`config.mk`:
```
export PLATFORM = sky130hd
export DESIGN_NAME = tri_raster_scan_flat
export DESIGN_NICKNAME = d
export VERILOG_FILES = /design/src/rtl/tri_raster_scan_pkg.sv /design/src/rtl/tri_raster_scan_if.sv /design/src/rtl/tri_raster_scan_bbox_clamp.sv /design/src/rtl/tri_raster_scan.sv /design/src/flat_wrapper.sv
export SDC_FILE = /design/constraint.sdc
export NUM_CORES = 1
export LEC_CHECK = 0
export BUFFER_PORTS_ARGS = -buffer_cell sky130_fd_sc_hd__buf_2
export CORE_ASPECT_RATIO = 1.5
export CORE_MARGIN = 2
export CORE_UTILIZATION = 30
export DETAILED_ROUTE_END_ITERATION = 8
export SLEW_MARGIN = 20
export SYNTH_ARGS = -nofsm -noshare
export SYNTH_HDL_FRONTEND = slang
export SYNTH_SLANG_ARGS = --single-unit
export TNS_END_PERCENT = 5
```
`constraint.sdc`:
```
create_clock -name clk -period 19.1 [get_ports clk]
set_input_delay 2.865 -clock clk [delete_from_list [all_inputs] [get_ports clk]]
set_output_delay 2.865 -clock clk [all_outputs]
set_load 0.01 [all_outputs]
```
`src/rtl/tri_raster_scan_pkg.sv`:
```
// rtl/tri_raster_scan_pkg.sv - shared constants and FSM encoding for the raster sweep
package tri_raster_scan_pkg;

   localparam int XW       = 11;
   localparam int YW       = 10;
   localparam int XMAX     = 639;
   localparam int YMAX     = 479;
   localparam int AW       = 19;
   localparam int SCREEN_W = XMAX + 1;

   typedef enum logic [2:0] {
      S_IDLE  = 3'd0,
      S_BBOX  = 3'd1,
      S_ISSUE = 3'd2,
      S_WAIT  = 3'd3,
      S_WRITE = 3'd4,
      S_DONE  = 3'd5
   } state_e;

endpackage

```
`src/rtl/tri_raster_scan_if.sv`:
```
// rtl/tri_raster_scan_if.sv - point/verdict handshake and framebuffer write channel
interface tri_raster_scan_if;
   import tri_raster_scan_pkg::*;

   logic          pt_valid;
   logic          pt_ready;
   logic [XW-1:0] pt_x;
   logic [YW-1:0] pt_y;
   logic          res_valid;
   logic          res_inside;
   logic          pix_we;
   logic [AW-1:0] pix_addr;
   logic          pix_data;

   modport master (
      output pt_valid, pt_x, pt_y, pix_we, pix_addr, pix_data,
      input  pt_ready, res_valid, res_inside
   );

   modport slave (
      input  pt_valid, pt_x, pt_y, pix_we, pix_addr, pix_data,
      output pt_ready, res_valid, res_inside
   );

endinterface

```
`src/rtl/tri_raster_scan_bbox_clamp.sv`:
```
// rtl/tri_raster_scan_bbox_clamp.sv - clamp three coordinates to the screen edge, then min/max
module tri_raster_scan_bbox_clamp #(
   parameter int W   = 11,
   parameter int LIM = 639
) (
   input  logic [W-1:0] a_i,
   input  logic [W-1:0] b_i,
   input  logic [W-1:0] c_i,
   output logic [W-1:0] min_o,
   output logic [W-1:0] max_o
);

   logic [W-1:0] a_c;
   logic [W-1:0] b_c;
   logic [W-1:0] c_c;

   always_comb begin
      a_c = (a_i > W'(LIM)) ? W'(LIM) : a_i;
      b_c = (b_i > W'(LIM)) ? W'(LIM) : b_i;
      c_c = (c_i > W'(LIM)) ? W'(LIM) : c_i;

      min_o = a_c;
      if (b_c < min_o) min_o = b_c;
      if (c_c < min_o) min_o = c_c;

      max_o = a_c;
      if (b_c > max_o) max_o = b_c;
      if (c_c > max_o) max_o = c_c;
   end

endmodule

```
`src/rtl/tri_raster_scan.sv`:
```
// rtl/tri_raster_scan.sv - row-major bounding-box sweep issuing points and writing 1-bit verdicts
module tri_raster_scan
   import tri_raster_scan_pkg::*;
(
   input  logic             clk,
   input  logic             rst,
   input  logic             start,
   input  logic [XW-1:0]    ax,
   input  logic [XW-1:0]    bx,
   input  logic [XW-1:0]    cx,
   input  logic [YW-1:0]    ay,
   input  logic [YW-1:0]    by,
   input  logic [YW-1:0]    cy,
   output logic             busy,
   output logic             done,
   output logic [AW-1:0]    inside_cnt,
   tri_raster_scan_if.master bus
);

   state_e        state_q, state_d;
   logic [XW-1:0] ax_q, ax_d, bx_q, bx_d, cx_q, cx_d;
   logic [YW-1:0] ay_q, ay_d, by_q, by_d, cy_q, cy_d;
   logic [XW-1:0] xmin_q, xmin_d, xmax_q, xmax_d;
   logic [YW-1:0] ymax_q, ymax_d;
   logic [XW-1:0] x_q, x_d;
   logic [YW-1:0] y_q, y_d;
   logic [AW-1:0] row_base_q, row_base_d;
   logic          verdict_q, verdict_d;
   logic [AW-1:0] cnt_q, cnt_d;

   logic [XW-1:0] bb_xmin, bb_xmax;
   logic [YW-1:0] bb_ymin, bb_ymax;

   tri_raster_scan_bbox_clamp #(.W(XW), .LIM(XMAX)) u_bbox_x (
      .a_i   (ax_q),
      .b_i   (bx_q),
      .c_i   (cx_q),
      .min_o (bb_xmin),
      .max_o (bb_xmax)
   );

   tri_raster_scan_bbox_clamp #(.W(YW), .LIM(YMAX)) u_bbox_y (
      .a_i   (ay_q),
      .b_i   (by_q),
      .c_i   (cy_q),
      .min_o (bb_ymin),
      .max_o (bb_ymax)
   );

   always_comb begin
      state_d    = state_q;
      ax_d       = ax_q;
      bx_d       = bx_q;
      cx_d       = cx_q;
      ay_d       = ay_q;
      by_d       = by_q;
      cy_d       = cy_q;
      xmin_d     = xmin_q;
      xmax_d     = xmax_q;
      ymax_d     = ymax_q;
      x_d        = x_q;
      y_d        = y_q;
      row_base_d = row_base_q;
      verdict_d  = verdict_q;
      cnt_d      = cnt_q;

      case (state_q)
         S_IDLE: begin
            if (start) begin
               ax_d    = ax;
               bx_d    = bx;
               cx_d    = cx;
               ay_d    = ay;
               by_d    = by;
               cy_d    = cy;
               cnt_d   = '0;
               state_d = S_BBOX;
            end
         end
         S_BBOX: begin
            // The only multiply: later rows advance row_base by addition.
            xmin_d     = bb_xmin;
            xmax_d     = bb_xmax;
            ymax_d     = bb_ymax;
            x_d        = bb_xmin;
            y_d        = bb_ymin;
            row_base_d = AW'(bb_ymin) * AW'(SCREEN_W);
            state_d    = S_ISSUE;
         end
         S_ISSUE: begin
            if (bus.pt_ready) state_d = S_WAIT;
         end
         S_WAIT: begin
            if (bus.res_valid) begin
               verdict_d = bus.res_inside;
               state_d   = S_WRITE;
            end
         end
         S_WRITE: begin
            if (verdict_q) cnt_d = cnt_q + AW'(1);
            if (x_q < xmax_q) begin
               x_d     = x_q + XW'(1);
               state_d = S_ISSUE;
            end else if (y_q < ymax_q) begin
               x_d        = xmin_q;
               y_d        = y_q + YW'(1);
               row_base_d = row_base_q + AW'(SCREEN_W);
               state_d    = S_ISSUE;
            end else begin
               state_d = S_DONE;
            end
         end
         S_DONE:  state_d = S_IDLE;
         default: state_d = S_IDLE;
      endcase
   end

   always_ff @(posedge clk or posedge rst) begin
      if (rst) begin
         state_q    <= S_IDLE;
         ax_q       <= '0;
         bx_q       <= '0;
         cx_q       <= '0;
         ay_q       <= '0;
         by_q       <= '0;
         cy_q       <= '0;
         xmin_q     <= '0;
         xmax_q     <= '0;
         ymax_q     <= '0;
         x_q        <= '0;
         y_q        <= '0;
         row_base_q <= '0;
         verdict_q  <= 1'b0;
         cnt_q      <= '0;
      end else begin
         state_q    <= state_d;
         ax_q       <= ax_d;
         bx_q       <= bx_d;
         cx_q       <= cx_d;
         ay_q       <= ay_d;
         by_q       <= by_d;
         cy_q       <= cy_d;
         xmin_q     <= xmin_d;
         xmax_q     <= xmax_d;
         ymax_q     <= ymax_d;
         x_q        <= x_d;
         y_q        <= y_d;
         row_base_q <= row_base_d;
         verdict_q  <= verdict_d;
         cnt_q      <= cnt_d;
      end
   end

   assign busy         = (state_q != S_IDLE);
   assign done         = (state_q == S_DONE);
   assign bus.pt_valid = (state_q == S_ISSUE);
   assign bus.pt_x     = x_q;
   assign bus.pt_y     = y_q;
   assign bus.pix_we   = (state_q == S_WRITE);
   assign bus.pix_addr = row_base_q + AW'(x_q);
   assign bus.pix_data = verdict_q;
   assign inside_cnt   = cnt_q;

endmodule
```
`src/flat_wrapper.sv`:
```
// flat-port wrapper written by rule: the top's interface ports become plain ports
module tri_raster_scan_flat import tri_raster_scan_pkg::*;
  (clk, rst, start, ax, bx, cx, ay, by, cy, busy, done, inside_cnt, bus_pt_valid, bus_pt_x, bus_pt_y, bus_pix_we, bus_pix_addr, bus_pix_data, bus_pt_ready, bus_res_valid, bus_res_inside);
  tri_raster_scan_if bus_i ();
  input  logic clk;
  input  logic rst;
  input  logic start;
  input  logic [XW-1:0] ax;
  input  logic [XW-1:0] bx;
  input  logic [XW-1:0] cx;
  input  logic [YW-1:0] ay;
  input  logic [YW-1:0] by;
  input  logic [YW-1:0] cy;
  output logic busy;
  output logic done;
  output logic [AW-1:0] inside_cnt;
  output wire logic [$bits(bus_i.pt_valid)-1:0] bus_pt_valid;
  output wire logic [$bits(bus_i.pt_x)-1:0] bus_pt_x;
  output wire logic [$bits(bus_i.pt_y)-1:0] bus_pt_y;
  output wire logic [$bits(bus_i.pix_we)-1:0] bus_pix_we;
  output wire logic [$bits(bus_i.pix_addr)-1:0] bus_pix_addr;
  output wire logic [$bits(bus_i.pix_data)-1:0] bus_pix_data;
  input wire logic [$bits(bus_i.pt_ready)-1:0] bus_pt_ready;
  input wire logic [$bits(bus_i.res_valid)-1:0] bus_res_valid;
  input wire logic [$bits(bus_i.res_inside)-1:0] bus_res_inside;
  assign bus_pt_valid = bus_i.pt_valid;
  assign bus_pt_x = bus_i.pt_x;
  assign bus_pt_y = bus_i.pt_y;
  assign bus_pix_we = bus_i.pix_we;
  assign bus_pix_addr = bus_i.pix_addr;
  assign bus_pix_data = bus_i.pix_data;
  assign bus_i.pt_ready = bus_pt_ready;
  assign bus_i.res_valid = bus_res_valid;
  assign bus_i.res_inside = bus_res_inside;
  tri_raster_scan u_core (.clk(clk), .rst(rst), .start(start), .ax(ax), .bx(bx), .cx(cx), .ay(ay), .by(by), .cy(cy), .busy(busy), .done(done), .inside_cnt(inside_cnt), .bus(bus_i));
endmodule
```
# ---- After elaboration in Yosys (flattened, before gate mapping)
# Index checks and enable logic that the tools add are counted.
# Widths: inputs -> output; s select.
dict set report op_classes {
  n_addsub 5
  multipliers 1
  n_lt_le_gt_ge 16
  n_eq_ne 12
  muxes 32
  reduce_logical 10
}
# op count
set op_table {}
lappend op_table {{$mux 11} 9}
lappend op_table {{$mux 10} 9}
lappend op_table {{$mux 19} 4}
lappend op_table {{$pmux 19 s2} 2}
lappend op_table {{$gt 11x10->1 const B} 3}
lappend op_table {{$lt 11x11->1} 3}
lappend op_table {{$gt 10x9->1 const B} 3}
lappend op_table {{$lt 10x10->1} 3}
lappend op_table {{$gt 11x11->1} 2}
lappend op_table {{$pmux 11 s2} 1}
lappend op_table {{$gt 10x10->1} 2}
lappend op_table {{$pmux 10 s2} 1}
lappend op_table {{$add 19x1->19 const B} 1}
lappend op_table {{$add 19x10->19 const B} 1}
lappend op_table {{$add 19x11->19} 1}
lappend op_table {{$mux 3} 5}
lappend op_table {{$pmux 3 s5} 1}
lappend op_table {{$mul 10x3->12 const B} 1}
lappend op_table {{$add 11x1->11 const B} 1}
lappend op_table {{$add 10x1->10 const B} 1}
lappend op_table {{$reduce_and 3->1} 3}
lappend op_table {{$eq 3x2->1 const B} 2}
lappend op_table {{$eq 3x3->1 const B} 2}
lappend op_table {{$ne 2x1->1 const B} 3}
lappend op_table {{other kinds (7)} 12}
dict set report totals {
  reg_bits 158
  in_bits 69
  output_inout_bits 64
  wordCells 91
}

# ---- Longest topological paths before layout
# Gate-level depths: netlist (run 1).
dict set report logic_depth {
  word_depth 8
  mapped_depth 38
  depth_no_buf 35
}

# ---- Cells and area by module
# A second synthesis (run 1) with hierarchy kept.
dict set report unflattened {
  hier_cells 1136
  area_unflattened_um2 10865.4
}
# mod instances cells_each area_each_um2 seq_area_each_um2
set modules_own_cells {}
lappend modules_own_cells {tri_raster_scan 1 756 7957.6 3778.6}
lappend modules_own_cells {{tri_raster_scan_bbox_clamp at u_core.u_bbox_x} 1 192 1482.7 0.0}
lappend modules_own_cells {{tri_raster_scan_bbox_clamp at u_core.u_bbox_y} 1 188 1425.1 0.0}

# ---- Worst setup path before layout (run 1)
# OpenSTA, ideal clock, no wires.
dict set report synth_timing {
  kind {reg-to-reg}
  start {register u_core.ay_q[8]}
  end {register u_core.row_base_q[16]}
  setup_ns 0.125
  arrival_ns 6.128
  t_required_ns 18.975
  path_slack_ns 12.847
  stages_incl_launch_ff 37
  n_path_buf 3
  period_less_slack_ns 6.253
  cell_sequence {dfrtp_1 -> and4_4 -> or2_2 -> nor2_1 -> ha_1 -> a21oi_1 -> nor2b_1 -> a2111oi_2 -> o21ai_2 -> a21o_1 -> buf_6 -> buf_4 -> mux2i_2 -> inv_1 -> ha_1 -> and4_1 -> nand2_1 -> inv_1 -> o2111ai_1 -> nor3_1 -> mux2i_1 -> nand3_4 -> buf_8 -> mux2i_1 -> ha_1 -> ha_1 -> inv_1 -> fa_1 -> inv_1 -> a21oi_1 -> o21bai_1 -> a21o_1 -> nand2_1 -> a21boi_0 -> nor2_1 -> o22ai_1 -> a21oi_1}
}
dict set report synth_via {
  elab_chain_cells 8
}
# item line_no
set synth_lines {}
lappend synth_lines {{start, declared} tri_raster_scan.sv:22} ;# logic [YW-1:0] ay_q, ay_d, by_q, by_d, cy_q, cy_d;
lappend synth_lines {{start signal, assigned} tri_raster_scan.sv:140} ;# ay_q <= ay_d;
lappend synth_lines {{$gt 10x9->1} tri_raster_scan_bbox_clamp.sv:18} ;# a_c = (a_i > W'(LIM)) ? W'(LIM) : a_i;
lappend synth_lines {{$mux 10 *} tri_raster_scan_bbox_clamp.sv:18}
lappend synth_lines {{$lt 10x10->1} tri_raster_scan_bbox_clamp.sv:23} ;# if (b_c < min_o) min_o = b_c;
lappend synth_lines {{$mux 10 *} tri_raster_scan_bbox_clamp.sv:23}
lappend synth_lines {{$lt 10x10->1} tri_raster_scan_bbox_clamp.sv:24} ;# if (c_c < min_o) min_o = c_c;
lappend synth_lines {{$mux 10 *} tri_raster_scan_bbox_clamp.sv:24}
lappend synth_lines {{$mul 10x3->12 *} tri_raster_scan.sv:87} ;# row_base_d = AW'(bb_ymin) * AW'(SCREEN_W);
lappend synth_lines {{$pmux 19 s2 *} tri_raster_scan.sv:67} ;# case (state_q)
lappend synth_lines {{end signal, assigned} tri_raster_scan.sv:148} ;# row_base_q <= row_base_d;
lappend synth_lines {{end, declared} tri_raster_scan.sv:27} ;# logic [AW-1:0] row_base_q, row_base_d;
# Mark *: on every way between the ends. The rest lies on a longest branch, timed or not.
# A chain may end at the register's enable or synchronous reset.

# ---- Worst setup path after layout (run 1)
dict set report layout_timing {
  start {register u_core.by_q[7]}
  end {register u_core.row_base_q[16]}
}
dict set report layout_via {
  elab_chain_cells 8
}
# item line_no
set layout_lines {}
lappend layout_lines {{start, declared} tri_raster_scan.sv:22}
lappend layout_lines {{start signal, assigned} tri_raster_scan.sv:141} ;# by_q <= by_d;
lappend layout_lines {{$gt 10x9->1} tri_raster_scan_bbox_clamp.sv:19} ;# b_c = (b_i > W'(LIM)) ? W'(LIM) : b_i;
lappend layout_lines {{$mux 10 *} tri_raster_scan_bbox_clamp.sv:19}
lappend layout_lines {{$lt 10x10->1} tri_raster_scan_bbox_clamp.sv:23}
lappend layout_lines {{$mux 10 *} tri_raster_scan_bbox_clamp.sv:23}
lappend layout_lines {{$lt 10x10->1} tri_raster_scan_bbox_clamp.sv:24}
lappend layout_lines {{$mux 10 *} tri_raster_scan_bbox_clamp.sv:24}
lappend layout_lines {{$mul 10x3->12 *} tri_raster_scan.sv:87}
lappend layout_lines {{$pmux 19 s2 *} tri_raster_scan.sv:67}
# Marks and branches as above.

==> reports/summary.txt, run 1 <==
Run status = finished clean
Post-CTS Setup Inserts = 0
Slew Limit Headroom = 29.7%
R2R Path End = u_core.row_base_q[16]
Achievable frequency = 139 MHz
IO Port Bufs = 132
WP data arrival = 7.51 ns
Vias in the first global route = 8802
Largest net degree at the start of global routing = 89
Post-DP HPWL = 22000 um
Num Clock Sinks = 151
Commonest cells after routing, fill and taps aside = 151 x dfrtp_1, 132 x buf_2, 110 x nor2_1
Area growth from synthesis to layout = 15.5%
CP startpoint kind = flop
Mean post-synth cell area = 9.36 um^2
Row count = 84
CP peak stage delay = 0.64 ns
Worst Path Max Fanout = 32
Worst hold path endpoint = u_core.xmin_q[1]
Setup CP Type = reg2reg
Total number of vias = 8659
RePlAce Congestion = 0.900
Die Y = 235 um
Final #Nets = 1417
# diodes = 0
Die ar. = 37100 um^2
Hold Crit Start = u_core.xmin_q[1]
CP most frequent cell = a21oi_1
Tcrit/Tclk final = 37.7%
Final setup vio count = 0
Global-route wire length before repair = 46500 um
Drt wl/cell = 16.4 um
DRT iter0 DRCs = 362
Reg2Reg Depth = 31
Worst hold path type = reg2reg
CP max stage cell = mux2i_1
Grt total ovfl = 0
Core footprint = 35000 um^2
Clk root buf = clkbuf_16
RR Startpoint = u_core.by_q[7]
Fin. max-slew vios = 0
Max Cap Viol = 0
Post-synthesis sequential area ratio = 35.5%
Routed Antenna Nets = 0
Top_reg_cell synth = dfrtp_1
Die Wd = 158 um
Final Critical Period = 7.20 ns
Worst-path clk slew = 0.07 ns
RSZ-0062 raised after global routing = false
CP Capture Type = flop
Slew @ Worst Pin = 1.05 ns
Yosys reg bits = 151
I/O pins = 133
Antenna violations before repair = 0
Router iterations before antenna repair = 5
Post-Syn Instances = 1139
Post-synth EDFFs = 0
Synth unique cells = 87
Fin. Hold Viols = 0
Hold_buf cts = 0
Setup TNS = 0 ns
Post-Route WL = 28400 um
CTS tree = yes
Bufs on Longest Clock Path = 2
Clk_skew = 0.0104 ns
CTS Buf Count = 17
Clk Latency, worst-skew pair = 0.45 ns
Warning count from the yosys run = 0
R2R Setup Slk = 11.90 ns
Total global-route track usage = 15.8%
Hold depth = 2
Vias per cell = 4.99
Critical Path RT = 19.40 ns
Commonest non-fill, non-tap cell in the layout = dfrtp_1
H-tree depth = 4
Cts repair resizes = 0
Starting Density = 30.5%
Async SR Flop Fraction = 100%
# DRC = 0
Fillcell total = 3623
Post-Synthesis Cell Area = 10700 um^2
Share of cells above drive strength 1 = 23.5%
per-layer routing:
layer  vias up  GRT usage, %  part of all wire [%]
li1       4272             -                     -
met1      4165          19.8                    44
met2       175          26.8                    50
met3        47          2.34                   3.1
met4         0          6.78                   3.0
met5         -             0                     0
how the worst max path moves through the flow:
stage,start,to,slack (ns),depth (start not counted)
4_1_cts,u_core.by_q[7],u_core.row_base_q[16],11.95,31
3_5_place_dp,u_core.ay_q[8],u_core.row_base_q[16],12.02,30
5_1_grt,u_core.by_q[7],u_core.row_base_q[16],11.24,31
3_3_place_gp,u_core.by_q[6],u_core.row_base_q[16],12.25,31
2_1_floorplan,rst,u_core.ax_q[0],12.17,1
6_report,u_core.by_q[7],u_core.row_base_q[16],11.90,31
worst max-delay path, delay by kind of cell (launching register included):
| kind | cells | cell delay (ns) |
|---|---|---|
| compound gates | 13 | 2.73 |
| fa+ha+maj | 5 | 1.40 |
| buf+inv | 4 | 0.29 |
| flops | 1 | 0.41 |
| mux | 2 | 1.02 |
| simple gates | 7 | 1.21 |
Yosys cell counts (3+ instances only):
cell type / instances / share of area (%)
clkbuf_1: 41 / 1.4
nor2_1: 111 / 3.9
xor2_1: 19 / 1.6
buf_6: 3 / 0.32
nor3b_1: 3 / 0.21
inv_1: 80 / 2.8
a2111oi_0: 3 / 0.25
o31ai_1: 10 / 0.70
a21oi_1: 64 / 3.0
o221ai_1: 8 / 0.66
a211oi_1: 7 / 0.49
o21ai_0: 61 / 2.9
xnor2_1: 24 / 2.0
nor3_1: 17 / 0.80
a22o_1: 3 / 0.25
o21bai_1: 3 / 0.21
o22ai_1: 8 / 0.47
nand2_1: 81 / 2.9
ha_1: 95 / 11
or3_1: 11 / 0.65
and3_1: 12 / 0.70
buf_4: 3 / 0.21
nand4_1: 15 / 0.88
o21a_1: 12 / 0.85
nand2b_1: 10 / 0.59
nand3_1: 33 / 1.5
a221o_1: 4 / 0.38
o31a_1: 4 / 0.33
mux2i_1: 28 / 2.6
or2_2: 3 / 0.18
buf_2: 5 / 0.23
and2_1: 9 / 0.53
a31oi_1: 6 / 0.35
a22oi_1: 6 / 0.42
a21o_1: 20 / 1.4
mux2_4: 6 / 0.85
nor2b_1: 7 / 0.41
mux2_2: 91 / 9.6
nand3b_1: 3 / 0.21
dfrtp_1: 151 / 35
cell type report:
type | instances | area (um^2) | share of cell area (%)
sequential | 151 | 3780 | 30.7
clock inverter | 13 | 113 | 0.915
multi-input combinational | 862 | 6370 | 51.8
clock buffer | 18 | 439 | 3.57
inverter | 82 | 313 | 2.54
tap | 473 | 592 | 4.81
timing repair buffer | 138 | 706 | 5.73
sequential cells by signal, indices dropped and copies added (netlist names), 3 cells and up:
| signal | count |
|---|---|
| u_core.ymax_q | 10 |
| u_core.xmax_q | 11 |
| u_core.state_q | 3 |
| u_core.cx_q | 11 |
| u_core.ax_q | 11 |
| u_core.ay_q | 10 |
| u_core.row_base_q | 12 |
| u_core.bus.pt_y | 10 |
| u_core.bx_q | 11 |
| u_core.bus.pt_x | 11 |
| u_core.inside_cnt | 19 |
| u_core.xmin_q | 11 |
| u_core.cy_q | 10 |
| u_core.by_q | 10 |
logic make-up after synthesis:
logic type	synth area share, %
multiplexers	13.5
flip-flops	35.5
other	0.0705
adder cells (fa/ha/maj)	11.3
AND/OR/NAND/NOR	14.8
XOR/XNOR	3.53
AO/OA/AOI/OAI	16.0
buffers and inverters	5.31
per-stage QoR:
step           instance area [um^2]  utilization, %  std cells  setup WS, ns  hold WS, ns
3_5_place_dp                  11800            33.6       1706         12.02        0.467
5_1_grt                       12300            35.2       1737         11.24        0.507
2_1_floorplan                 10700               -       1150         12.17        0.439
4_1_cts                       12300            35.2       1737         11.95        0.483
6_report                      12300            35.2       1737         11.90        0.486
3_3_place_gp                  11800            33.6       1706         12.25        0.455
Power of run 1 is not shown: default switching activity piles up to over one toggle a cycle in this logic, so the estimate is an artifact.
==> inputs of run 2 (changes only) <==
clock period = 6.8 ns   (was 19.1 ns; I/O delays follow)
==> reports/summary.txt, run 2 (synthesis results as in run 1) <==
Final setup vio count = 0 (unchanged)
WP data arrival = 6.68 ns (-0.83 ns)
Final Critical Period = 6.37 ns (-0.832 ns)
CTS Buf Count = 17 (unchanged)
Clk root buf = clkbuf_16
Worst hold path endpoint = u_core.xmin_q[3]
Achievable frequency = 157 MHz (+13%)
Router iterations before antenna repair = 5 (unchanged)
Global-route wire length before repair = 45700 um (-1.7%)
IO Port Bufs = 132 (unchanged)
CP startpoint kind = flop
Area growth from synthesis to layout = 16.9%
R2R Setup Slk = 0.43 ns (-11.47 ns)
H-tree depth = 4 (unchanged)
Max Cap Viol = 0 (unchanged)
Critical Path RT = 7.11 ns (-12.29 ns)
Row count = 84 (unchanged)
RR Startpoint = u_core.ay_q[8]
Worst hold path type = reg2reg
Slew Limit Headroom = 32.8% (+3.1 points)
Clk Latency, worst-skew pair = 0.45 ns (about the same)
Die Y = 235 um (unchanged)
CP max stage cell = dfrtp_1
Run status = finished clean
RePlAce Congestion = 0.899 (about the same)
Share of cells above drive strength 1 = 24.7% (+1.2 points)
DRT iter0 DRCs = 333 (-8.0%)
# diodes = 0 (unchanged)
Hold depth = 2 (unchanged)
CP most frequent cell = inv_1
Routed Antenna Nets = 0 (unchanged)
Die ar. = 37100 um^2 (unchanged)
RSZ-0062 raised after global routing = false
Starting Density = 30.5% (unchanged)
Drt wl/cell = 16.3 um (about the same)
Max reg flops = 19 (unchanged)
Setup CP Type = reg2reg
Bufs on Longest Clock Path = 2 (unchanged)
Post-Route WL = 28600 um (+0.74%)
Hold_buf cts = 0 (unchanged)
Tcrit/Tclk final = 93.7% (+56 points)
Post-DP HPWL = 22200 um (+1.0%)
Worst Path Max Fanout = 10 (-69%)
Antenna violations before repair = 0 (unchanged)
Num Clock Sinks = 151 (unchanged)
Clk_skew = 0.00901 ns (-0.00139 ns)
Vias in the first global route = 8626 (-2.0%)
CP peak stage delay = 0.40 ns (-0.24 ns)
Worst-path clk slew = 0.07 ns (about the same)
Commonest non-fill, non-tap cell in the layout = dfrtp_1
Total global-route track usage = 15.7% (-0.17 points)
Die Wd = 158 um (unchanged)
Final #Nets = 1430 (+0.92%)
Grt total ovfl = 0 (unchanged)
Hold Crit Start = u_core.xmin_q[3]
Commonest cells after routing, fill and taps aside = 151 x dfrtp_1, 132 x buf_2, 109 x nor2_1
R2R Path End = u_core.row_base_q[18]
Fin. Hold Viols = 0 (unchanged)
I/O pins = 133 (unchanged)
Largest net degree at the start of global routing = 80 (-10%)
# DRC = 0 (unchanged)
CTS tree = yes
CP Capture Type = flop
Vias per cell = 4.99 (+0.12%)
Fin. max-slew vios = 0 (unchanged)
Core footprint = 35000 um^2 (unchanged)
Reg2Reg Depth = 34 (+9.7%)
Total number of vias = 8739 (+0.92%)
Slew @ Worst Pin = 1.01 ns (-0.0461 ns)
Setup TNS = 0 ns (unchanged)
[run 2: cell count changes in the layout (fill, tap and decap cells not counted), sizes merged]
| cell | previous run | this run |
|---|---|---|
| buf | 138 | 151 |
| bufinv | 0 | 1 |
| clkbuf | 18 | 19 |
| clkinv | 4 | 2 |
| inv | 89 | 90 |
[run 2: layer usage]
metal / GRT usage (%) / vias to the layer above / part of all wire, %
met5: 0 / - / 0
met4: 6.53 / 0 / 2.8
met3: 2.99 / 45 / 3.7
met2: 27.2 / 176 / 51
met1: 18.7 / 4228 / 42
li1: - / 4290 / -
[run 2: worst max-delay path by stage]
stage,start,endpoint,cells after the start
2_1_floorplan,u_core.ay_q[8],u_core.row_base_q[16],36
3_3_place_gp,u_core.ay_q[8],u_core.row_base_q[16],33
3_5_place_dp,u_core.ay_q[8],u_core.row_base_q[16],33
4_1_cts,u_core.ay_q[8],u_core.row_base_q[16],33
5_1_grt,u_core.ay_q[8],u_core.row_base_q[18],34
6_report,u_core.ay_q[8],u_core.row_base_q[18],34
[run 2: area by class of cell]
class	count	area, um^2
clock buffers	19	443
clock inverters	13	136
fillers	3535	22500
inverters	82	313
multi-input cells	862	6390
flip-flops and latches	151	3780
well taps	473	592
repair buffers	151	803
[run 2: worst max-delay path: cells and delay by family (launching register included)]
| family | cells | cell delay [ns] |
|---|---|---|
| flip-flops | 1 | 0.40 |
| multiplexers | 3 | 0.70 |
| AND/OR/NAND/NOR | 9 | 1.60 |
| AO/OA/AOI/OAI | 12 | 2.01 |
| buffers and inverters | 5 | 0.38 |
| adder cells (fa/ha/maj) | 5 | 1.16 |
[run 2: metrics by stage]
step | hold WS [ns] | utilization [%] | setup WS (ns) | cell area, um^2 | std cells
global route | 0.520 | 35.6 | 0.0134 | 12500 | 1751
finish | 0.484 | 35.6 | 0.431 | 12500 | 1751
detailed placement | 0.470 | 33.8 | 0.123 | 11800 | 1713
CTS | 0.486 | 35.4 | 0.144 | 12400 | 1745
floorplan | 0.439 | - | 0.547 | 10700 | 1150
global placement | 0.455 | 33.8 | 0.399 | 11800 | 1713
[run 2: what timing repair did]
action	CTS	global route
buffers inserted	0	6
resized for setup	0	7
endpoints found under the setup margin	0	5
Power of run 2 is left out for the same reason.
